**src/rtl/mac_share_arbiter.sv**
```systemverilog
// -----------------------------------------------------------------------------
// mac_share_arbiter
//
// Shares a single registered multiply-accumulate datapath between NUM_REQ
// requesters. A round-robin arbiter picks one requester per operation,
// captures its operands, and one cycle later returns (a*b + c) truncated to
// DATA_WIDTH, tagged with the requester id.
//
// Ports:
//   clk        rising-edge clock
//   rst        asynchronous active-high reset
//   req        per-requester request lines
//   a_in       packed operand a, requester i at [i*DATA_WIDTH +: DATA_WIDTH]
//   b_in       packed operand b, same packing
//   c_in       packed addend c, same packing
//   grant      registered one-hot grant, high for the single EXEC cycle
//   busy       high while an operation is in flight (EXEC)
//   out_valid  one-cycle result-valid pulse
//   out_id     requester id of the most recent result (held)
//   out_data   most recent result (held)
//   done_cnt   completed-operation counter, wraps
// -----------------------------------------------------------------------------
module mac_share_arbiter #(
  parameter int DATA_WIDTH = 2,
  parameter int NUM_REQ    = 4,
  parameter int ID_WIDTH   = 2,
  parameter int CNT_WIDTH  = 8
) (
  input  logic                           clk,
  input  logic                           rst,
  input  logic [NUM_REQ-1:0]             req,
  input  logic [NUM_REQ*DATA_WIDTH-1:0]  a_in,
  input  logic [NUM_REQ*DATA_WIDTH-1:0]  b_in,
  input  logic [NUM_REQ*DATA_WIDTH-1:0]  c_in,
  output logic [NUM_REQ-1:0]             grant,
  output logic                           busy,
  output logic                           out_valid,
  output logic [ID_WIDTH-1:0]            out_id,
  output logic [DATA_WIDTH-1:0]          out_data,
  output logic [CNT_WIDTH-1:0]           done_cnt
);

  localparam int MAC_W = 2*DATA_WIDTH + 1;

  typedef enum logic {IDLE, EXEC} state_t;

  state_t                  state_q, state_d;
  logic [NUM_REQ-1:0]      grant_q, grant_d;
  logic                    out_valid_q, out_valid_d;
  logic [ID_WIDTH-1:0]     out_id_q, out_id_d;
  logic [DATA_WIDTH-1:0]   out_data_q, out_data_d;
  logic [CNT_WIDTH-1:0]    done_cnt_q, done_cnt_d;
  logic [ID_WIDTH-1:0]     last_id_q, last_id_d;
  logic [DATA_WIDTH-1:0]   a_q, a_d, b_q, b_d, c_q, c_d;

  logic [ID_WIDTH-1:0]     win_id;
  logic [MAC_W-1:0]        mac_full;

  // Sum of last_id and an offset is always below 2*NUM_REQ, so one
  // conditional subtract gives the modulo.
  function automatic logic [ID_WIDTH-1:0] wrap_id(input int s);
    if (s >= NUM_REQ) return ID_WIDTH'(s - NUM_REQ);
    else              return ID_WIDTH'(s);
  endfunction

  // Round-robin search starting just after the last winner. Offsets are
  // scanned from farthest to nearest so the nearest set request is the
  // last assignment and therefore wins.
  always_comb begin
    win_id = '0;
    for (int k = NUM_REQ; k >= 1; k--) begin
      if (req[wrap_id(int'(last_id_q) + k)]) win_id = wrap_id(int'(last_id_q) + k);
    end
  end

  // Product and sum are formed at full precision before truncation.
  assign mac_full = MAC_W'(a_q) * MAC_W'(b_q) + MAC_W'(c_q);

  // Next-state logic: IDLE arbitrates and captures operands, EXEC retires
  // the captured operation. Requests and operands are ignored in EXEC.
  always_comb begin
    state_d     = state_q;
    grant_d     = '0;
    out_valid_d = 1'b0;
    out_id_d    = out_id_q;
    out_data_d  = out_data_q;
    done_cnt_d  = done_cnt_q;
    last_id_d   = last_id_q;
    a_d         = a_q;
    b_d         = b_q;
    c_d         = c_q;
    case (state_q)
      IDLE: begin
        if (|req) begin
          state_d   = EXEC;
          grant_d   = NUM_REQ'(1) << win_id;
          last_id_d = win_id;
          a_d       = a_in[win_id*DATA_WIDTH +: DATA_WIDTH];
          b_d       = b_in[win_id*DATA_WIDTH +: DATA_WIDTH];
          c_d       = c_in[win_id*DATA_WIDTH +: DATA_WIDTH];
        end
      end
      EXEC: begin
        state_d     = IDLE;
        out_valid_d = 1'b1;
        out_id_d    = last_id_q;
        out_data_d  = DATA_WIDTH'(mac_full);
        done_cnt_d  = done_cnt_q + CNT_WIDTH'(1);
      end
      default: state_d = IDLE;
    endcase
  end

  // State register. last_id resets to the top index so requester 0 has
  // priority on the first arbitration.
  always_ff @(posedge clk or posedge rst) begin
    if (rst) begin
      state_q     <= IDLE;
      grant_q     <= '0;
      out_valid_q <= 1'b0;
      out_id_q    <= '0;
      out_data_q  <= '0;
      done_cnt_q  <= '0;
      last_id_q   <= ID_WIDTH'(NUM_REQ - 1);
      a_q         <= '0;
      b_q         <= '0;
      c_q         <= '0;
    end else begin
      state_q     <= state_d;
      grant_q     <= grant_d;
      out_valid_q <= out_valid_d;
      out_id_q    <= out_id_d;
      out_data_q  <= out_data_d;
      done_cnt_q  <= done_cnt_d;
      last_id_q   <= last_id_d;
      a_q         <= a_d;
      b_q         <= b_d;
      c_q         <= c_d;
    end
  end

  assign grant     = grant_q;
  assign busy      = (state_q == EXEC);
  assign out_valid = out_valid_q;
  assign out_id    = out_id_q;
  assign out_data  = out_data_q;
  assign done_cnt  = done_cnt_q;

endmodule

```
**config.mk**
```make
export PLATFORM = sky130hd
export DESIGN_NAME = mac_share_arbiter
export DESIGN_NICKNAME = d
export VERILOG_FILES = /design/src/rtl/mac_share_arbiter.sv
export SDC_FILE = /design/constraint.sdc
export NUM_CORES = 1
export LEC_CHECK = 0
export BUFFER_PORTS_ARGS = -buffer_cell sky130_fd_sc_hd__buf_2
export CAP_MARGIN = 20
export CELL_PAD_IN_SITES_DETAIL_PLACEMENT = 1
export CELL_PAD_IN_SITES_GLOBAL_PLACEMENT = 2
export CORE_AREA = 2 2 67 69
export DETAILED_ROUTE_END_ITERATION = 7
export DIE_AREA = 0 0 69 71
export GPL_TIMING_DRIVEN = 0
export PLACE_DENSITY_LB_ADDON = 0.08
export SLEW_MARGIN = 20
export SYNTH_ARGS = -nofsm -noshare
export SYNTH_HDL_FRONTEND = slang
export SYNTH_SLANG_ARGS = --single-unit
```
**constraint.sdc**
```tcl
create_clock -name clk -period 3.65 [get_ports clk]
set_clock_uncertainty 0.1 [all_clocks]
set_input_delay 0.5475 -clock clk [delete_from_list [all_inputs] [get_ports clk]]
set_output_delay 0.5475 -clock clk [all_outputs]
set_load 0.005 [all_outputs]
```
After elaboration in Yosys (flattened, before gate mapping)
Cells that the tools add are included.
{"block": "totals", "in_bits": 30, "elab_cells": 57, "out_inout_bits": 18, "register_bits": 26}
{"block": "op_classes", "bitwise_logic": 1, "shifts": 4, "multipliers": 1, "n_reduce_logical": 2, "add_sub_neg": 10, "n_lt_le_gt_ge": 8, "muxes": 21}
{"operator": "8-bit by 4-bit indexed part select with 2-bit output", "count": 3}
{"operator": "2-bit two-way mux", "count": 8}
{"operator": "2-bit by 3-bit less-than comparator with 1-bit output, second input constant", "count": 4}
{"operator": "3-bit >= comparator, second input constant", "count": 3}
{"operator": "8-bit by 1-bit adder with 8-bit output, second input constant", "count": 1}
{"operator": "1-bit binary-select mux with 2-bit select", "count": 4}
{"operator": "4-bit two-way mux", "count": 2}
{"operator": "2-bit by 1-bit subtractor with 2-bit output, second input constant", "count": 4}
{"operator": "2-bit by 2-bit adder with 3-bit output, second input constant", "count": 2}
{"operator": "1-bit two-way mux", "count": 6}
{"operator": "2-bit by 3-bit adder with 4-bit output, second input constant", "count": 1}
{"operator": "4-bit by 3-bit >= comparator with 1-bit output, second input constant", "count": 1}
{"operator": "4-bit OR reduction", "count": 1}
{"operator": "1-bit by 2-bit left shift with 4-bit output, first input constant", "count": 1}
{"operator": "2-bit by 1-bit adder with 3-bit output, second input constant", "count": 1}
{"operator": "2-bit adder", "count": 1}
{"operator": "2-bit by 2-bit multiplier with 2-bit output", "count": 1}
{"operator": "1-bit case mux with 2 select lines", "count": 1}
{"operator": "2-bit AND reduction", "count": 1}
{"operator": "1-bit NOT", "count": 1}

Longest topological paths before layout
Gate-level depths: netlist (run 1).
{"block": "logic_depth", "word_depth": 12, "ltp_mapped": 6, "mapped_depth_nobuf": 6}

Worst setup path after synthesis (run 1)
OpenSTA, ideal clock, no wires.
{"block": "synth_path", "path_kind": "reg-to-reg", "start": "reg last_id_q[0]", "end": "reg a_q[0]", "n_path_buf": 1, "setup_time_ns": 0.142, "path_slack_ns": 1.765, "required_ns": 3.408, "path_stages_with_launch": 7, "synth_period_minus_slack_ns": 1.885, "arrival_time_ns": 1.644, "cell_sequence": "dfstp_2 -> nand2b_1 -> o21ai_2 -> a211oi_4 -> buf_8 -> mux2i_1 -> o221ai_1"}
{"block": "synth_between", "elab_chain_cells": 10, "elab_cells_between_ends": 29, "classes_between": "add/sub (8); order compare (4); shift (1); mux (16)"}
{"item": "start: declaration", "line": "53", "source": "logic [ID_WIDTH-1:0] last_id_q, last_id_d;"}
{"item": "start signal: assignment", "line": "124", "source": "last_id_q <= ID_WIDTH'(NUM_REQ - 1);"}
{"item": "start signal: assignment", "line": "135", "source": "last_id_q <= last_id_d;"}
{"item": "2-bit by 3-bit adder with 4-bit output", "line": "72", "source": "if (req[wrap_id(int'(last_id_q) + k)]) win_id = wrap_id(int'(last_id_q) + k);"}
{"item": "4-bit by 3-bit >= comparator with 1-bit output or 2-bit by 1-bit subtractor with 2-bit output (tied branches)", "line": "62", "source": "if (s >= NUM_REQ) return ID_WIDTH'(s - NUM_REQ);"}
{"item": "2-bit two-way mux", "line": "62"}
{"item": "1-bit binary-select mux with 2-bit select", "line": "72"}
{"item": "1-bit two-way mux (not written as such)", "line": "72"}
{"item": "2-bit two-way mux (3 in a row)", "line": "72"}
{"item": "2-bit two-way mux (*)", "line": "72"}
{"item": "8-bit by 4-bit indexed part select with 2-bit output (*)", "line": "98", "source": "a_d = a_in[win_id*DATA_WIDTH +: DATA_WIDTH];"}
{"item": "end signal: assignment", "line": "125", "source": "a_q <= '0;"}
{"item": "end signal: assignment", "line": "136", "source": "a_q <= a_d;"}
{"item": "end: declaration", "line": "54", "source": "logic [DATA_WIDTH-1:0] a_q, a_d, b_q, b_d, c_q, c_d;"}
Every way passes the cells marked *; elsewhere a longest branch is shown, timed or not. The select of a mux whose other input is x is not followed.
A chain may end at the register's enable or synchronous reset.

Worst setup path in the final report (run 1)
{"block": "layout_path", "start": "reg last_id_q[0]", "end": "reg c_q[1]"}
{"block": "layout_between", "elab_chain_cells": 10, "elab_cells_between_ends": 29, "classes_between": "add/sub (8); order compare (4); shift (1); mux (16)"}
{"item": "2-bit by 3-bit adder with 4-bit output", "line": "72"}
{"item": "4-bit by 3-bit >= comparator with 1-bit output or 2-bit by 1-bit subtractor with 2-bit output (tied branches)", "line": "62"}
{"item": "2-bit two-way mux", "line": "62"}
{"item": "1-bit binary-select mux with 2-bit select", "line": "72"}
{"item": "1-bit two-way mux (not written as such)", "line": "72"}
{"item": "2-bit two-way mux (3 in a row)", "line": "72"}
{"item": "2-bit two-way mux (*)", "line": "72"}
{"item": "8-bit by 4-bit indexed part select with 2-bit output (*)", "line": "100", "source": "c_d = c_in[win_id*DATA_WIDTH +: DATA_WIDTH];"}
{"item": "end signal: assignment", "line": "127", "source": "c_q <= '0;"}
{"item": "end signal: assignment", "line": "138", "source": "c_q <= c_d;"}
{"item": "end: declaration", "line": "54"}
Marks and branches as above.

==> out/results.tsv, run 1 <==
metric	value	unit
cp-end-kind	register	
grt_pass1_wl	5150	um
start_kind	register	
fin_util	37.9	%
die_area	0.00490	mm^2
critPathMaxStageDelay	0.56	ns
fin_crit	2.14	ns
synth_xor_area_share	7.06	%
max_freq	0.467	GHz
grt_pass1_vias	1082	
required	3.69	ns
post-route-period-util	58.7	%
drive_gt1_share	37.9	%
wl_per_cell	13.9	um
crit_slowest_cell	dfstp_2	
dp_hpwl	2230	um
outcome	finished, final reports clean	
fillers	504	
drtPass1Iterations	2	
dp_cells	209	
grt_max_degree	27	
ys_types	25	
ys_seq_area_share	52.7	%
avgSynthCellArea	11.3	um^2
synthAdderAreaFrac	2.02	%
diodes	0	
gp_congestion	0.650	
die_x	69	um
cts_htree_levels	1	
min-delay-path-class	in2async	
core	0.00420	mm^2
post-route-drc-count	0	
report.final.slew_viol_count	0	
wirelength	2970	um
die_h	71	um
gr-usage-all-layers	13.2	%
initial_utilization	29.5	%
numClockSinks	26	
cp.arrival	2.18	ns
synth-simple-area-share	12.5	%
cts_buffers	3	
syn-instance-count	110	
port_buffers	47	
layout_commonest_cell	buf_2	
via_per_inst	4.72	
p_leak	0.804	nW
r2r_cells	6	
ys.warnings.count	0	
num_rows	24	
dp_slack	1.36	ns
cts_tree	built	
tightest_slew	0.980	ns
mostFrequentLayoutCells	buf_2 (47), dfrtp_1 (24), nand2_1 (15)	
nNetsFinal	194	
num_vias	1005	
synth.area.mux_share	13.3	%
ir_drop	0.187	mV
root_buffer	clkbuf_8	
grt_overflow	0	
syn-cell-area	0.00124	mm^2
setup_slack	1.51	ns
hold_slack	0.270	ns
synthesis.nets	142	
cts_hold_buf	0	
synth_top_family_by_area	multiplexers	
synth_compound_area_share	9.08	%
antenna_left	0	
max-cap-violations	0	
clock_latency	0.27	ns
fin_setup_tns	0	ns
cts_resized	0	
io_pins	48	
power	1.18	mW
area_growth	28.7	%
postCtsSetupBuffers	0	
slew_headroom	34.3	%
final_cell_area	0.00160	mm^2
crit_fanout	10	
timing_hold_violations_final	0	
clk_pin_slew	0.09	ns
clockBufferDepth	2	
p_per_area	739	mW/mm^2
placed_area	0.00154	mm^2
worstSetupPathType	reg2reg	
ys_seq_elements	26	
drtIter0Drc	20	
rsz0062_at_grt	no	
antenna_found_initial	0	
final_cells	213	
cp_cell_sequence	nand2b_1 -> o21ai_2 -> a211oi_4 -> buf_8 -> mux2i_1 -> o221ai_1	
setup_viol	0	
## critical path: cells and delay by family, from the launching register on
kind	cells	cell delay, ns
flops	1	0.56
simple gates	1	0.14
mux	1	0.21
compound gates	3	0.76
buf+inv	1	0.23
## layer usage
metal  up-vias  global-route usage [%]  share of wire (%)
met5         -                       0                  0
met4         0                    3.92               0.91
met3         4                    2.85                4.9
met2        30                    24.4                 52
met1       495                    15.2                 42
li1        476                       -                  -
## final timing paths
path	slack, ns	from	endpoint
max	1.51	last_id_q[0]	c_q[1]
min	0.27	rst	grant[3]
max reg2reg	1.51	last_id_q[0]	c_q[1]
min reg2reg	0.35	busy	out_valid
max in group asynchronous	2.73	rst	out_valid
min in group clk	0.35	busy	out_valid
## synthesized netlist by cell type
master | instances | area (um^2)
dfrtp_1 | 24 | 601
nand2_1 | 15 | 56.3
mux2i_1 | 12 | 120
nor2_1 | 10 | 37.5
o221ai_1 | 7 | 61.3
xnor2_1 | 7 | 61.3
inv_1 | 4 | 15.0
mux2_2 | 4 | 45.0
clkbuf_1 | 3 | 11.3
nand2b_1 | 3 | 18.8
xor2_1 | 3 | 26.3
a21oi_1 | 2 | 10.0
dfstp_2 | 2 | 52.6
ha_1 | 2 | 25.0
nand4_1 | 2 | 12.5
a211oi_4 | 1 | 20.0
a21o_1 | 1 | 7.51
and2_1 | 1 | 6.26
buf_8 | 1 | 15.0
nand3_1 | 1 | 5.00
nand3b_1 | 1 | 7.51
nor3_1 | 1 | 5.00
o21ai_0 | 1 | 5.00
o21ai_2 | 1 | 8.76
or2_2 | 1 | 6.26
## power by group
part	switching, mW	internal (mW)	leakage [nW]
combinational	0.227	0.250	0.456
clock	0.0919	0.0964	0.0288
sequential	0.0957	0.417	0.319
total	0.415	0.764	0.804
## cell families after synthesis
| family | after synthesis |
|---|---|
| compound gates | 13 |
| xor+xnor | 10 |
| fa+ha+maj | 2 |
| buf+inv | 8 |
| flops | 26 |
| mux | 16 |
| simple gates | 35 |
## state kept, by name, summed over array words and instances, names as in the netlist
| name | cells |
|---|---|
| out_valid | 1 |
| done_cnt | 8 |
| grant | 4 |
| busy | 1 |
| b_q | 2 |
| last_id_q | 2 |
| out_data | 2 |
| c_q | 2 |
| a_q | 2 |
| out_id | 2 |
## cell type report
type | instances | area, um^2 | share of cell area, %
Sequential cell | 26 | 653 | 40.9
Multi-Input combinational cell | 76 | 546 | 34.2
Timing Repair Buffer | 47 | 235 | 14.7
Tap cell | 52 | 65.1 | 4.08
Clock buffer | 4 | 55.1 | 3.45
Buffer | 4 | 26.3 | 1.65
Inverter | 4 | 15.0 | 0.941
No activity file was read; power rests on OpenSTA's default activity.
==> inputs of run 2 (changes only) <==
--- a/config.mk
+++ b/config.mk
@@ -9,9 +9,9 @@
 export CAP_MARGIN = 20
 export CELL_PAD_IN_SITES_DETAIL_PLACEMENT = 1
 export CELL_PAD_IN_SITES_GLOBAL_PLACEMENT = 2
-export CORE_AREA = 2 2 67 69
+export CORE_AREA = 2 2 69 71
 export DETAILED_ROUTE_END_ITERATION = 7
-export DIE_AREA = 0 0 69 71
+export DIE_AREA = 0 0 71 73
 export GPL_TIMING_DRIVEN = 0
 export PLACE_DENSITY_LB_ADDON = 0.08
 export SLEW_MARGIN = 20
==> constraint.sdc (replaced) <==
create_clock -name clk -period 2.1 [get_ports clk]
set_clock_uncertainty 0.1 [all_clocks]
set_input_delay 0.315 -clock clk [delete_from_list [all_inputs] [get_ports clk]]
set_output_delay 0.315 -clock clk [all_outputs]
set_load 0.005 [all_outputs]
==> out/results.tsv, run 2 (synthesized netlist as in run 1, its figures left out) <==
metric	value	unit	change
outcome	finished, final reports clean		unchanged
fin_crit	1.90	ns	was 2.14 ns
dp_cells	211		was 209
p_per_area	1300	mW/mm^2	was 739 mW/mm^2
required	2.13	ns	was 3.69 ns
start_kind	register		unchanged
drive_gt1_share	38.4	%	was 37.9%
final_cell_area	0.00166	mm^2	was 0.00160 mm^2
setup_viol	0		unchanged
gr-usage-all-layers	12.1	%	was 13.2%
nNetsFinal	197		was 194
max_freq	0.527	GHz	was 0.467 GHz
io_pins	48		unchanged
drtIter0Drc	16		was 20
antenna_found_initial	0		unchanged
crit_buf_inv	1		unchanged
numClockSinks	26		unchanged
fillers	522		was 504
cts_tree	built		unchanged
critPathLaunch	last_id_q[0]		unchanged
cp_cell_sequence	nand2b_1 -> o21ai_2 -> a211oi_4 -> buf_4 -> mux2i_1 -> o221ai_1		was nand2b_1 -> o21ai_2 -> a211oi_4 -> buf_8 -> mux2i_1 -> o221ai_1
r2r_cells	6		unchanged
drtPass1Iterations	4		was 2
clockBufferDepth	2		unchanged
largest_reg_flops	8		unchanged
layout_commonest_cell	buf_2		unchanged
die_h	73	um	was 71 um
reg2reg_to	a_q[0]		was c_q[1]
dp_hpwl	2200	um	was 2230 um
wirelength	2910	um	was 2970 um
initial_utilization	27.3	%	was 29.5%
clock_latency	0.27	ns	about the same
crit_slowest_cell	dfstp_2		unchanged
die_x	71	um	was 69 um
slew_headroom	68.5	%	was 34.3%
mostFrequentLayoutCells	buf_2 (47), dfrtp_1 (24), nand2_1 (15)		unchanged
min-delay-path-class	in2reg		was in2async
ir_drop	0.330	mV	was 0.187 mV
report.final.slew_viol_count	0		unchanged
post-route-period-util	90.3	%	was 58.7%
cts_htree_levels	1		unchanged
cp.arrival	1.93	ns	was 2.18 ns
crit_fanout	6		was 10
num_rows	25		was 24
root_buffer	clkbuf_8		unchanged
die_area	0.00518	mm^2	was 0.00490 mm^2
core	0.00454	mm^2	was 0.00420 mm^2
min_to	c_q[1]		
area_growth	33.8	%	was 28.7%
via_per_inst	4.40		was 4.72
clk_pin_slew	0.10	ns	was 0.09 ns
grt_pass1_wl	4870	um	was 5150 um
worst_hold_startpoint	c_in[3]		
timing.rr.start	last_id_q[0]		unchanged
critPathMaxStageDelay	0.57	ns	was 0.56 ns
dp_slack	-0.151	ns	was 1.36 ns
cp_num_cells	6		unchanged
fin_setup_tns	0	ns	unchanged
port_buffers	47		unchanged
grt_pass1_vias	1043		was 1,082
wl_per_cell	13.3	um	was 13.9 um
antenna_left	0		unchanged
timing_hold_violations_final	0		unchanged
hold_depth	3		
hold_slack	0.265	ns	was 0.270 ns
final_cells	218		was 213
max-cap-violations	0		unchanged
cp_top_family	flip-flops		was compound AO/OA/AOI/OAI gates
grt_max_degree	27		unchanged
p_leak	0.833	nW	was 0.804 nW
post-route-drc-count	0		unchanged
grt_overflow	0		unchanged
setup_slack	0.203	ns	was 1.51 ns
reg2reg_slack	0.20	ns	was 1.51 ns
diodes	0		unchanged
placed_area	0.00154	mm^2	about the same
cts_resized	0		unchanged
gp_congestion	0.674		was 0.650
cp-end-kind	register		unchanged
num_vias	960		was 1,005
rsz0062_at_grt	no		unchanged
worstSetupPathType	reg2reg		unchanged
tightest_slew	0.472	ns	was 0.980 ns
cts_buffers	3		unchanged
## run 2: changes by cell type in the layout (fill, tap and decap cells not counted)
cell,change
bufinv_16,+1
buf_4,+1
clkbuf_8,-1
buf_16,+1
dlygate4sd3_1,+1
## run 2: through the flow
stage | total power [mW] | utilization [%]
2_1_floorplan | 1.44 | -
3_3_place_gp | 1.73 | 34.0
3_5_place_dp | 1.76 | 34.0
4_1_cts | 2.20 | 35.8
5_1_grt | 2.34 | 36.6
6_report | 2.16 | 36.6
## run 2: report_power, final
part	leakage, nW	switching, mW	internal [mW]	total, mW
registers	0.319	0.165	0.724	0.890
logic	0.477	0.404	0.450	0.854
clock network	0.0357	0.163	0.255	0.418
total	0.833	0.732	1.43	2.16
## run 2: worst max path at each step
stage | end | slack, ns
2_1_floorplan | a_q[0] | 0.21
3_3_place_gp | c_q[0] | -0.10
3_5_place_dp | c_q[0] | -0.15
4_1_cts | b_q[1] | 0.16
5_1_grt | c_q[0] | 0.05
6_report | a_q[0] | 0.20
## run 2: layout make-up
type                    instances  area, um^2  share of cell area [%]
plain buffers                   4        26.3                    1.58
clock buffers                   3        41.3                    2.49
clock inverters                 1        30.0                    1.81
inverters                       4        15.0                   0.905
multi-input cells              76         546                    32.9
flip-flops and latches         26         653                    39.4
well taps                      54        67.6                    4.07
repair buffers                 50         280                    16.9
## run 2: tightest hold or removal path: stages
cell	delay (ns)
buf_2	0.07
mux2i_1	0.05
o221ai_1	0.16
## run 2: per-layer routing
metal / vias up / part of all wire [%] / wire, um / track usage [%]
met2: 26 / 51 / 1480 / 21.2
met1: 447 / 44 / 1270 / 15.2
met3: 2 / 4.4 / 127 / 1.66
met5: - / 0 / 0 / 0
li1: 485 / - / - / -
met4: 0 / 1.1 / 31 / 5.03
## run 2: repair_timing
action / 4_1_cts / 5_1_grt
endpoints found under the hold margin: 0 / 8
hold buffers: 0 / 1
setup endpoints to repair: 6 / 0
buffers inserted: 1 / 0
